<file path="src/rtl/radio_frame_serializer.sv">
// radio_frame_serializer
// Packs N_CH channels of 2-bit I/Q into one word and shifts it out on a single
// serial line, with a one-cycle sync pulse on the first bit of every frame.
// A one-word hold buffer lets a new word queue while the current one shifts,
// so back-to-back frames leave no gap.
//
// state   | meaning
// --------+-------------------------------------------------------------
// S_IDLE  | no frame on the line; data_out/sync held low, waits for hold
// S_SHIFT | one bit per clock; reloads from hold on the last bit if ready
module radio_frame_serializer #(
  parameter int N_CH      = 2,
  parameter bit LSB_FIRST = 1'b1
) (
  input  logic                sys_clk,
  input  logic                rst_n,
  input  logic [4*N_CH-1:0]   sample_in,
  input  logic                sample_valid,
  input  logic [1:0]          mode,
  input  logic                clr_flags,
  output logic                data_out,
  output logic                sync,
  output logic                busy,
  output logic                overflow,
  output logic                underrun
);

  localparam int WORD_W = 4 * N_CH;
  localparam int CNT_W  = $clog2(WORD_W);
  localparam logic [CNT_W-1:0] LAST_BIT = CNT_W'(WORD_W - 1);

  typedef enum logic {
    S_IDLE,
    S_SHIFT
  } state_t;

  state_t              state;
  logic [WORD_W-1:0]   hold_word;
  logic                hold_valid;
  logic [WORD_W-1:0]   shift_reg;
  logic [CNT_W-1:0]    bit_cnt;
  logic [WORD_W-1:0]   test_cnt;
  logic [WORD_W-1:0]   cap_word;
  logic                last_bit;
  logic                load_shift;
  logic                capture;
  logic                drop;
  logic                underrun_set;

  // Word to capture this cycle, selected by the mode present on the strobe
  always_comb begin
    cap_word = sample_in;
    case (mode)
      2'd0: cap_word = sample_in;
      2'd1: cap_word = test_cnt;
      2'd2: cap_word = {(WORD_W/2){2'b10}};
      2'd3: cap_word = '1;
      default: cap_word = sample_in;
    endcase
  end

  assign last_bit     = (state == S_SHIFT) && (bit_cnt == LAST_BIT);
  // The shifter empties the hold buffer either from idle or on the last bit
  // of the current frame; a strobe on that same edge can refill it.
  assign load_shift   = hold_valid && ((state == S_IDLE) || last_bit);
  assign capture      = sample_valid && (!hold_valid || load_shift);
  assign drop         = sample_valid && !capture;
  assign underrun_set = last_bit && !hold_valid;

  // Hold buffer and test-pattern counter
  always_ff @(posedge sys_clk or negedge rst_n) begin
    if (!rst_n) begin
      hold_word  <= '0;
      hold_valid <= 1'b0;
      test_cnt   <= '0;
    end else begin
      if (capture) begin
        hold_word  <= cap_word;
        hold_valid <= 1'b1;
        if (mode == 2'd1) test_cnt <= test_cnt + 1'b1;
      end else if (load_shift) begin
        hold_valid <= 1'b0;
      end
    end
  end

  // Serializer FSM with registered data_out, sync and busy
  always_ff @(posedge sys_clk or negedge rst_n) begin
    if (!rst_n) begin
      state     <= S_IDLE;
      shift_reg <= '0;
      bit_cnt   <= '0;
      data_out  <= 1'b0;
      sync      <= 1'b0;
      busy      <= 1'b0;
    end else begin
      case (state)
        S_IDLE: begin
          data_out <= 1'b0;
          sync     <= 1'b0;
          if (hold_valid) begin
            shift_reg <= hold_word;
            bit_cnt   <= '0;
            state     <= S_SHIFT;
            busy      <= 1'b1;
          end
        end
        S_SHIFT: begin
          data_out  <= LSB_FIRST ? shift_reg[0] : shift_reg[WORD_W-1];
          sync      <= (bit_cnt == '0);
          shift_reg <= LSB_FIRST ? (shift_reg >> 1) : (shift_reg << 1);
          bit_cnt   <= bit_cnt + 1'b1;
          if (last_bit) begin
            if (hold_valid) begin
              shift_reg <= hold_word;
              bit_cnt   <= '0;
            end else begin
              state <= S_IDLE;
              busy  <= 1'b0;
            end
          end
        end
        default: begin
          state <= S_IDLE;
          busy  <= 1'b0;
        end
      endcase
    end
  end

  // Sticky flags; a set event on the same edge as clr_flags keeps the flag high
  always_ff @(posedge sys_clk or negedge rst_n) begin
    if (!rst_n) begin
      overflow <= 1'b0;
      underrun <= 1'b0;
    end else begin
      if (drop)           overflow <= 1'b1;
      else if (clr_flags) overflow <= 1'b0;
      if (underrun_set)   underrun <= 1'b1;
      else if (clr_flags) underrun <= 1'b0;
    end
  end

endmodule

</file>
<file path="config.mk">
export PLATFORM = sky130hd
export DESIGN_NAME = radio_frame_serializer
export DESIGN_NICKNAME = d
export VERILOG_FILES = /design/src/rtl/radio_frame_serializer.sv
export SDC_FILE = /design/constraint.sdc
export NUM_CORES = 1
export LEC_CHECK = 0
export CORE_MARGIN = 2
export CORE_UTILIZATION = 25
export DETAILED_ROUTE_END_ITERATION = 12
export MAX_ROUTING_LAYER = met4
export PLACE_DENSITY = 0.48
export SYNTH_ARGS = -nofsm -noshare
export SYNTH_HDL_FRONTEND = slang
export SYNTH_SLANG_ARGS = --single-unit
</file>
<file path="constraint.sdc">
create_clock -name sys_clk -period 2.1 [get_ports sys_clk]
set_clock_uncertainty 0.2 [all_clocks]
set_input_delay 0.315 -clock sys_clk [delete_from_list [all_inputs] [get_ports sys_clk]]
set_output_delay 0.315 -clock sys_clk [all_outputs]
set_load 0.02 [all_outputs]
</file>
==> impl_results.md <==
- Layout fillers: slightly above 700
- Fin crit period: between 1500 and 2000 ps
- Cell family with most CP delay: simple AND/OR/NAND/NOR gates
- Nets@finish: 198
- Main area contributors after synthesis: dfrtp_1 (50%), mux2_2 (4.6%), o22ai_1 (4.0%)
- First-pass GRT wire length: between 6000 and 7000 µm
- TritonCTS Buffers: 5
- Setup violations, final: 0
- Max incr delay on CP: ~400 ps
- #FFs+latches synth: 34
- Die Wd: slightly below 90 µm
- Leak: 0.876 nW
- Yosys top cell by area: dfrtp_1
- Clock buffer depth: 2
- IO Count: 19
- Die H: ~87 µm
- CTS sink cnt: 34
- R2r startpoint: bit_cnt[0]
- Vias per inst: roughly 4.7
- Layout area overhead: 21.2%
- EDFF count, synth: 0
- Critical path arrival: about 1900 ps
- CP most frequent cell: ha_1
- RSZ-0062 raised after global routing: false
- IO Port Bufs: 18
- Critical Path RT: 2110 ps
- RePlAce Congestion: approximately 0.81
- Residual DRC: 0
- Max FO, Critical Path: 5
- Multi-input logic area: 756 µm²
- Distinct cells, synth: 35
- CTS tree: yes
- # H-tree levels: 2
- Syn_nets: between 150 and 200
- Drt first-iter violations: 70
- Via count: 1224
- Total wire length: between 3000 and 4000 µm
- Sequential fraction of the synthesis area: 50.0%
- Clk root buf: clkbuf_8
- Setup slack at placement: ~170 ps
- Placeable Area: about 0.0067 mm²
- Setup TNS: 0 ps
- Most used DFF post-synth: dfrtp_1
- Final Non-Filler Cells: 260
- Fin. Hold Viols: 0
- R2R depth: 6
- Total grt overflow: 0
- WL/cell: approximately 14 µm
- Critical path cell sequence: ha_1, ha_1, and3b_1, buf_4, nor4_2, xor2_1
- Highest clock rate: 522 MHz
- Setup crit end kind: register
- Async S/R FF share, synth: between 90% and 100%
- Post-route ant nets: 0
- Avg Inst Size Synth: between 10 and 15 µm²
- # placed instances: around 250
- Die area: around 0.0075 mm²
- Antenna violations before repair: 0
- GRT Util Overall: between 10 and 15%
- Reg2reg end: test_cnt[5]
- Power Density: 1120 mW/mm²
- Final period util: between 90% and 100%
- First-pass DRT Iterations: 4
- Synth top cells by count: dfrtp_1 (34), o22ai_1 (11), nor2_1 (10), a21oi_1 (9), inv_1 (9)
- Count leader, synth: dfrtp_1
- Post-CTS Setup Inserts: 0
- Initial Util: 25.5%
- Layout cells sized above 1: between 10% and 20%
- Critical Path Start Type: register
- Synth warn: 0
- # hold bufs at CTS: 0
- Detail Placement HPWL: around 2600 µm
- Vias in the first global route: between 1000 and 1500
- Sequential cell area: 851 µm²
- Syn Std Cell Area: 0.00170 mm²
- Worst Hold Class: input port to async pin
- Synth top area share: 50.0%
- Post-synthesis cell count: roughly 160
- Antenna cells: 0
- Max Cap Violations: 0
- Clk slew on worst S/H paths: around 70 ps
- Core Rows: 30
- Largest net degree at the start of global routing: 35
- Critical path type: register to register
- Clk Latency, worst-skew pair: between 200 and 300 ps
- Crit-path slowest cell: dfrtp_1
- Final Max Tran Viols: 0
- Final setup margin: 185 ps
- Reg2reg setup slack: ~180 ps
- Post-CTS Resized: 0
- WP buf/inv: 1
- Status: finished clean
- Actual slew at the worst max-slew pin: about 440 ps
- Max-slew headroom: a little over two thirds
- Peak supply drop: between 300 and 400 µV
==> logic make-up (layout without fill, tap and decap cells) <==
| logic type | after synthesis | in the layout | share of synthesized area, % |
|---|---|---|---|
| AND/OR/NAND/NOR | 42 | 42 | 16.0 |
| buffers and inverters | 19 | 43 | 5.66 |
| flip-flops | 34 | 34 | 50.0 |
| AO/OA/AOI/OAI | 37 | 37 | 13.6 |
| multiplexers | 13 | 13 | 8.23 |
| adder cells (fa/ha/maj) | 4 | 4 | 2.94 |
| XOR/XNOR | 7 | 7 | 3.60 |
==> how the worst max path moves through the flow <==
stage / start / end / slack [ps] / cells after the start
finish: bit_cnt[0] / test_cnt[5] / 180 / 6
CTS: bit_cnt[0] / test_cnt[4] / 170 / 6
floorplan: bit_cnt[0] / hold_word[0] / 260 / 7
global route: bit_cnt[0] / test_cnt[4] / 40 / 6
detailed placement: mode[1] / test_cnt[1] / 170 / 4
global placement: sample_valid / hold_word[0] / 180 / 4
==> placed cells by master, fill, tap and decap left out <==
| cell type | n |
|---|---|
| a21o_1 | 1 |
| xor2_1 | 6 |
| nand4_1 | 1 |
| a31oi_1 | 4 |
| ha_1 | 4 |
| nor3_1 | 1 |
| mux2_2 | 7 |
| and2_1 | 2 |
| nor2b_1 | 8 |
| nor4_2 | 3 |
| nand2_1 | 6 |
| buf_4 | 9 |
| nor2_1 | 10 |
| nor4b_2 | 1 |
| clkbuf_1 | 2 |
| and3b_1 | 1 |
| a21bo_1 | 1 |
| nand3b_4 | 1 |
| a211oi_1 | 4 |
| mux2i_1 | 5 |
| nand3b_1 | 1 |
| a32o_1 | 2 |
| clkdlybuf4s50_1 | 18 |
| nand4bb_1 | 1 |
| inv_1 | 9 |
| clkbuf_8 | 5 |
| mux2_1 | 1 |
| a21oi_1 | 9 |
| o22ai_1 | 11 |
| nand2b_1 | 2 |
| nand3b_2 | 1 |
| dfrtp_1 | 34 |
| nand3_1 | 3 |
| o21ai_0 | 5 |
| xnor2_1 | 1 |
==> per-layer routing <==
layer,share of wire [%],global-route usage [%]
met4,2.5,5.68
met3,3.6,2.57
met1,48,14.7
met5,0,-
met2,46,16.4
==> cell type report <==
type	count	share of cell area, %
clock buffers	7	3.70
inverters	9	1.64
multi-input cells	103	36.6
flip-flops and latches	34	41.2
well taps	80	4.85
repair buffers	27	12.0
==> stage by stage <==
stage | hold WS [ps] | area (µm²) | total power [mW] | util, %
6_report | 245 | 2060 | 2.31 | 30.9
3_5_place_dp | 260 | 1990 | 1.87 | 29.8
3_3_place_gp | 260 | 1990 | 1.86 | 29.8
2_1_floorplan | -181 | 1700 | 1.62 | -
5_1_grt | 287 | 2060 | 2.49 | 30.9
4_1_cts | 267 | 2060 | 2.34 | 30.9
==> where the power goes <==
part           internal, mW  switching (mW)  leakage (nW)
combinational         0.412           0.381         0.424
clock                 0.228           0.230        0.0383
sequential            0.890           0.170         0.414
==> worst register-to-register path, cell delays in order (launching register included) <==
cell	delay, ps
dfrtp_1	390
ha_1	180
ha_1	200
and3b_1	250
buf_4	180
nor4_2	290
xor2_1	160
(Power assumes the default switching activity.)
==> RTL edit 1: new RTL, same flow settings <==
Set the parameter `LSB_FIRST` to 1'b0 (it was 1'b1).
--- a/src/rtl/radio_frame_serializer.sv
+++ b/src/rtl/radio_frame_serializer.sv
@@ -10,7 +10,7 @@
 // S_SHIFT | one bit per clock; reloads from hold on the last bit if ready
 module radio_frame_serializer #(
   parameter int N_CH      = 2,
-  parameter bit LSB_FIRST = 1'b1
+  parameter bit LSB_FIRST = 1'b0
 ) (
   input  logic                sys_clk,
   input  logic                rst_n,
Function: changed (a bounded check fails within 4 cycles, from zero or initial values and one cycle with rst_n low).
==> RTL edit 1 against the unedited design <==
- setup slack worse by 0.071 ns
- wire length down 5.4%
- global-route usage down 0.40 points
- final cell count up 0.77%
- synthesized area down 0.29%
- sequential cell count unchanged
- cell area up 1.5%
- total power up 3.2%
- fmax down 3.6%
==> RTL edit 1: results (changes against the unedited design) <==
stage	metric	value	unit	change
setup_path	crit_path_max_fanout	6		was 5
global_routing	grt_pass1_vias	1217		was 1,275
final_layout	num-fill-cells	713		was 709
setup_path	critPathMaxStageDelay	0.42	ns	was 0.39 ns
logic_synthesis	synth_compound_area_frac	0.133		was 0.136
power_and_ir_drop	total_leakage_power	0.900	nW	was 0.876 nW
power_and_ir_drop	power	0.00239	W	was 0.00231 W
logic_synthesis	post_synth.cell_area_avg	10.9	sq um	about the same
power_and_ir_drop	power.internal	0.00161	W	was 0.00153 W
timing	worst_slack	0.114	ns	was 0.185 ns
placement	place_inst	254		was 253
global_routing	grt_pass1_wl	6130	um	was 6260 um
detailed_routing	routed_wl	3450	um	was 3640 um
placement	dp_hpwl	2610	um	was 2630 um
clock_tree	h-tree-depth	2		unchanged
detailed_routing	viasPerCell	4.56		was 4.71
setup_path	crit_end	test_cnt[1]		was test_cnt[5]
logic_synthesis	yosys.area_share.adder	0.0295		was 0.0294
placement	port_buffers	18		unchanged
placement	dpl_cell_area	1980	sq um	was 1990 sq um
global_routing	grt_max_degree	35		unchanged
timing	slew_headroom	0.698		was 0.704
power_and_ir_drop	p_clk_frac	0.235		was 0.198
logic_synthesis	synthTopCellsByArea	dfrtp_1, mux2_2, o22ai_1, xor2_1, ha_1		unchanged
final_layout	multiInputGateArea	744	sq um	was 756 sq um
logic_synthesis	ys_types	34		was 35
logic_synthesis	synth_seq_area_share	0.501		was 0.500
logic_synthesis	synthMuxAreaShare	0.0825		was 0.0823
power_and_ir_drop	ir_worst_vdd	0.298	mV	was 0.398 mV
setup_path	crit_arrival	1.95	ns	was 1.92 ns
logic_synthesis	synthTopCellsByCount	dfrtp_1, nor2_1, o22ai_1		was dfrtp_1, o22ai_1, nor2_1
placement	post-place-ws	0.129	ns	was 0.172 ns
setup_path	slowest_stage	and3b_1		was dfrtp_1
logic_synthesis	ys_warn_count	0		unchanged
detailed_routing	vias	1196		was 1,224
final_layout	drive_gt1_frac	0.170		was 0.150
setup_path	ff2ff_path_depth	5		was 6
final_layout	final_nets	199		was 198
logic_synthesis	synthXorXnorAreaFrac	0.0361		was 0.0360
global_routing	grt_usage	0.109		was 0.113
placement	place_congestion	0.725		was 0.814
detailed_routing	drt_iter0_markers	78		was 70
outcome	status	complete, no violations		unchanged
-- RTL edit 1: final cells by class --
type / count / share of cell area
clock buffer: 8 / 0.0526
multi-input combinational: 103 / 0.355
tap: 80 / 0.0478
inverter: 9 / 0.0161
sequential: 34 / 0.406
timing repair buffer: 28 / 0.122
-- RTL edit 1: layer usage --
metal	up-vias	share of wire	GRT usage
li1	598	-	-
met4	0	0.014	0.0341
met5	-	0	-
met1	571	0.50	0.150
met2	21	0.45	0.154
met3	6	0.037	0.0314
-- RTL edit 1: worst min-delay path by stage --
| stage | startpoint | end | slack, ns | depth (start not counted) |
|---|---|---|---|---|
| 6_report | rst_n | data_out | 0.25 | 2 |
| 5_1_grt | rst_n | data_out | 0.29 | 2 |
| 4_1_cts | rst_n | hold_word[5] | 0.27 | 2 |
| 3_5_place_dp | test_cnt[7] | test_cnt[7] | 0.26 | 1 |
| 3_3_place_gp | test_cnt[7] | test_cnt[7] | 0.26 | 1 |
| 2_1_floorplan | rst_n | bit_cnt[0] | -0.18 | 0 |
==> RTL edit 2: new RTL, same flow settings <==
Made on the original files. Put one more register stage on the output `sync`, cleared by the reset. The value now appears one clock later. The other outputs are not delayed to match. Comments in the files are not updated.
--- a/src/rtl/radio_frame_serializer.sv
+++ b/src/rtl/radio_frame_serializer.sv
@@ -33,6 +33,8 @@
     S_IDLE,
     S_SHIFT
   } state_t;
+
+  logic sync_s0;
 
   state_t              state;
   logic [WORD_W-1:0]   hold_word;
@@ -91,13 +93,13 @@
       shift_reg <= '0;
       bit_cnt   <= '0;
       data_out  <= 1'b0;
-      sync      <= 1'b0;
+      sync_s0   <= 1'b0;
       busy      <= 1'b0;
     end else begin
       case (state)
         S_IDLE: begin
           data_out <= 1'b0;
-          sync     <= 1'b0;
+          sync_s0  <= 1'b0;
           if (hold_valid) begin
             shift_reg <= hold_word;
             bit_cnt   <= '0;
@@ -107,7 +109,7 @@
         end
         S_SHIFT: begin
           data_out  <= LSB_FIRST ? shift_reg[0] : shift_reg[WORD_W-1];
-          sync      <= (bit_cnt == '0);
+          sync_s0   <= (bit_cnt == '0);
           shift_reg <= LSB_FIRST ? (shift_reg >> 1) : (shift_reg << 1);
           bit_cnt   <= bit_cnt + 1'b1;
           if (last_bit) begin
@@ -141,5 +143,13 @@
     end
   end
 
+  always_ff @(posedge sys_clk or negedge rst_n) begin
+    if (!rst_n) begin
+      sync <= '0;
+    end else begin
+      sync <= sync_s0;
+    end
+  end
+
 endmodule
 
Function: changed (a bounded check fails within 4 cycles, from zero or initial values and one cycle with rst_n low).
==> RTL edit 2 against the unedited design <==
- cell area rose by 1.8%
- sequential cell count up 1
- worst hold slack worse by 0.094 ns
- highest routed layer unchanged
- wire length decreased by 3.7%
- non-clock buffer count is the same
- global-route usage down 0.47 points
- setup slack lost 0.062 ns
- total power up 3.6%
- synthesized area rose by 1.5%
- via count is 2.0% lower
- critical endpoint is now test_cnt[1]
- final cell count grew 0.77%
==> RTL edit 2: results (changes against the unedited design) <==
stage	metric	value	unit	change
detailed_routing	viasPerCell	4.58		was 4.71
detailed_routing	drt_iter0_markers	71		was 70
placement	dp_hpwl	2510	um	was 2630 um
logic_synthesis	synthTopCellsByCount	dfrtp_1, o22ai_1, nor2_1		unchanged
setup_path	crit_path_max_fanout	6		was 5
logic_synthesis	synth_compound_area_frac	0.134		was 0.136
placement	place_inst	254		was 253
clock_tree	post_cts_buffers	0		unchanged
power_and_ir_drop	total_leakage_power	0.890	nW	was 0.876 nW
clock_tree	root_buffer	clkbuf_8		unchanged
global_routing	grt_usage	0.108		was 0.113
placement	dpl_cell_area	2010	sq um	was 1990 sq um
worst_hold_path	min_path_type	reg -> reg		was in -> async
detailed_routing	wire_per_inst	13.4	um	was 14.0 um
power_and_ir_drop	sw_frac_of_total	0.344		was 0.338
global_routing	grt_max_degree	36		was 35
logic_synthesis	synthMuxAreaShare	0.0811		was 0.0823
power_and_ir_drop	p_clk_frac	0.207		was 0.198
global_routing	grt_pass1_vias	1217		was 1,275
setup_path	crit_arrival	1.96	ns	was 1.92 ns
placement	place_congestion	0.816		was 0.814
logic_synthesis	yosys.area_share.adder	0.0290		was 0.0294
logic_synthesis	synth_seq_area_share	0.507		was 0.500
power_and_ir_drop	ir_worst_vdd	0.296	mV	was 0.398 mV
final_layout	final_nets	199		was 198
power_and_ir_drop	p_comb_frac	0.337		was 0.343
outcome	status	complete, no violations		unchanged
logic_synthesis	synth_cells	157		was 156
logic_synthesis	syn-num-nets	175		was 174
final_layout	drive_gt1_frac	0.165		was 0.150
logic_synthesis	synthTopCellsByArea	dfrtp_1, mux2_2, o22ai_1, xor2_1, ha_1		unchanged
global_routing	grt_pass1_wl	6020	um	was 6260 um
final_layout	fin_cells	262		was 260
logic_synthesis	synthXorXnorAreaFrac	0.0355		was 0.0360
timing	slew_headroom	0.702		was 0.704
RTL edit 2: cell count changes after synthesis:
cell / before / now
dfrtp_1: 34 / 35
RTL edit 2: layer usage:
metal / vias up / wire length [um] / global-route usage
met1: 565 / 1700 / 0.141
met3: 9 / 126 / 0.0284
met5: - / 0 / -
li1: 602 / - / -
met4: 0 / 101 / 0.0559
met2: 24 / 1580 / 0.153
RTL edit 2: layout make-up:
type                            instances  area (sq um)
Sequential cell                        35           876
Clock inverter                          3          20.0
Clock buffer                            5          68.8
Tap cell                               80           100
Fill cell                             710          4650
Multi-Input combinational cell        103           756
Inverter                                9          33.8
Timing Repair Buffer                   27           248
RTL edit 2: path summary, 6_finish.rpt:
kind	startpoint	slack, ns	cells after the start	to
min	sync_s0	0.15	0	sync
min reg2reg	sync_s0	0.15	0	sync
max reg2reg	bit_cnt[0]	0.12	5	test_cnt[1]
max in group asynchronous	rst_n	1.15	2	shift_reg[3]
min in group asynchronous	rst_n	0.24	2	shift_reg[7]
max	bit_cnt[0]	0.12	5	test_cnt[1]
RTL edit 2: critical path, cell delays in order, from the launching register on:
cell	delay [ns]
dfrtp_1	0.41
ha_1	0.21
ha_1	0.22
and3b_1	0.40
nor2_1	0.12
mux2_1	0.32
RTL edit 2: cell families after synthesis:
kind of cell | after synthesis
adder cells (fa/ha/maj) | 4
buffers and inverters | 19
XOR/XNOR | 7
AO/OA/AOI/OAI | 37
flip-flops | 35
multiplexers | 13
AND/OR/NAND/NOR | 42
RTL edit 2: through the flow:
stage               total power (W)  setup WS (ns)
detailed placement          0.00192          0.157
global route                0.00257         0.0129
floorplan                   0.00166          0.258
CTS                         0.00242          0.142
finish                      0.00240          0.122
global placement            0.00191          0.190
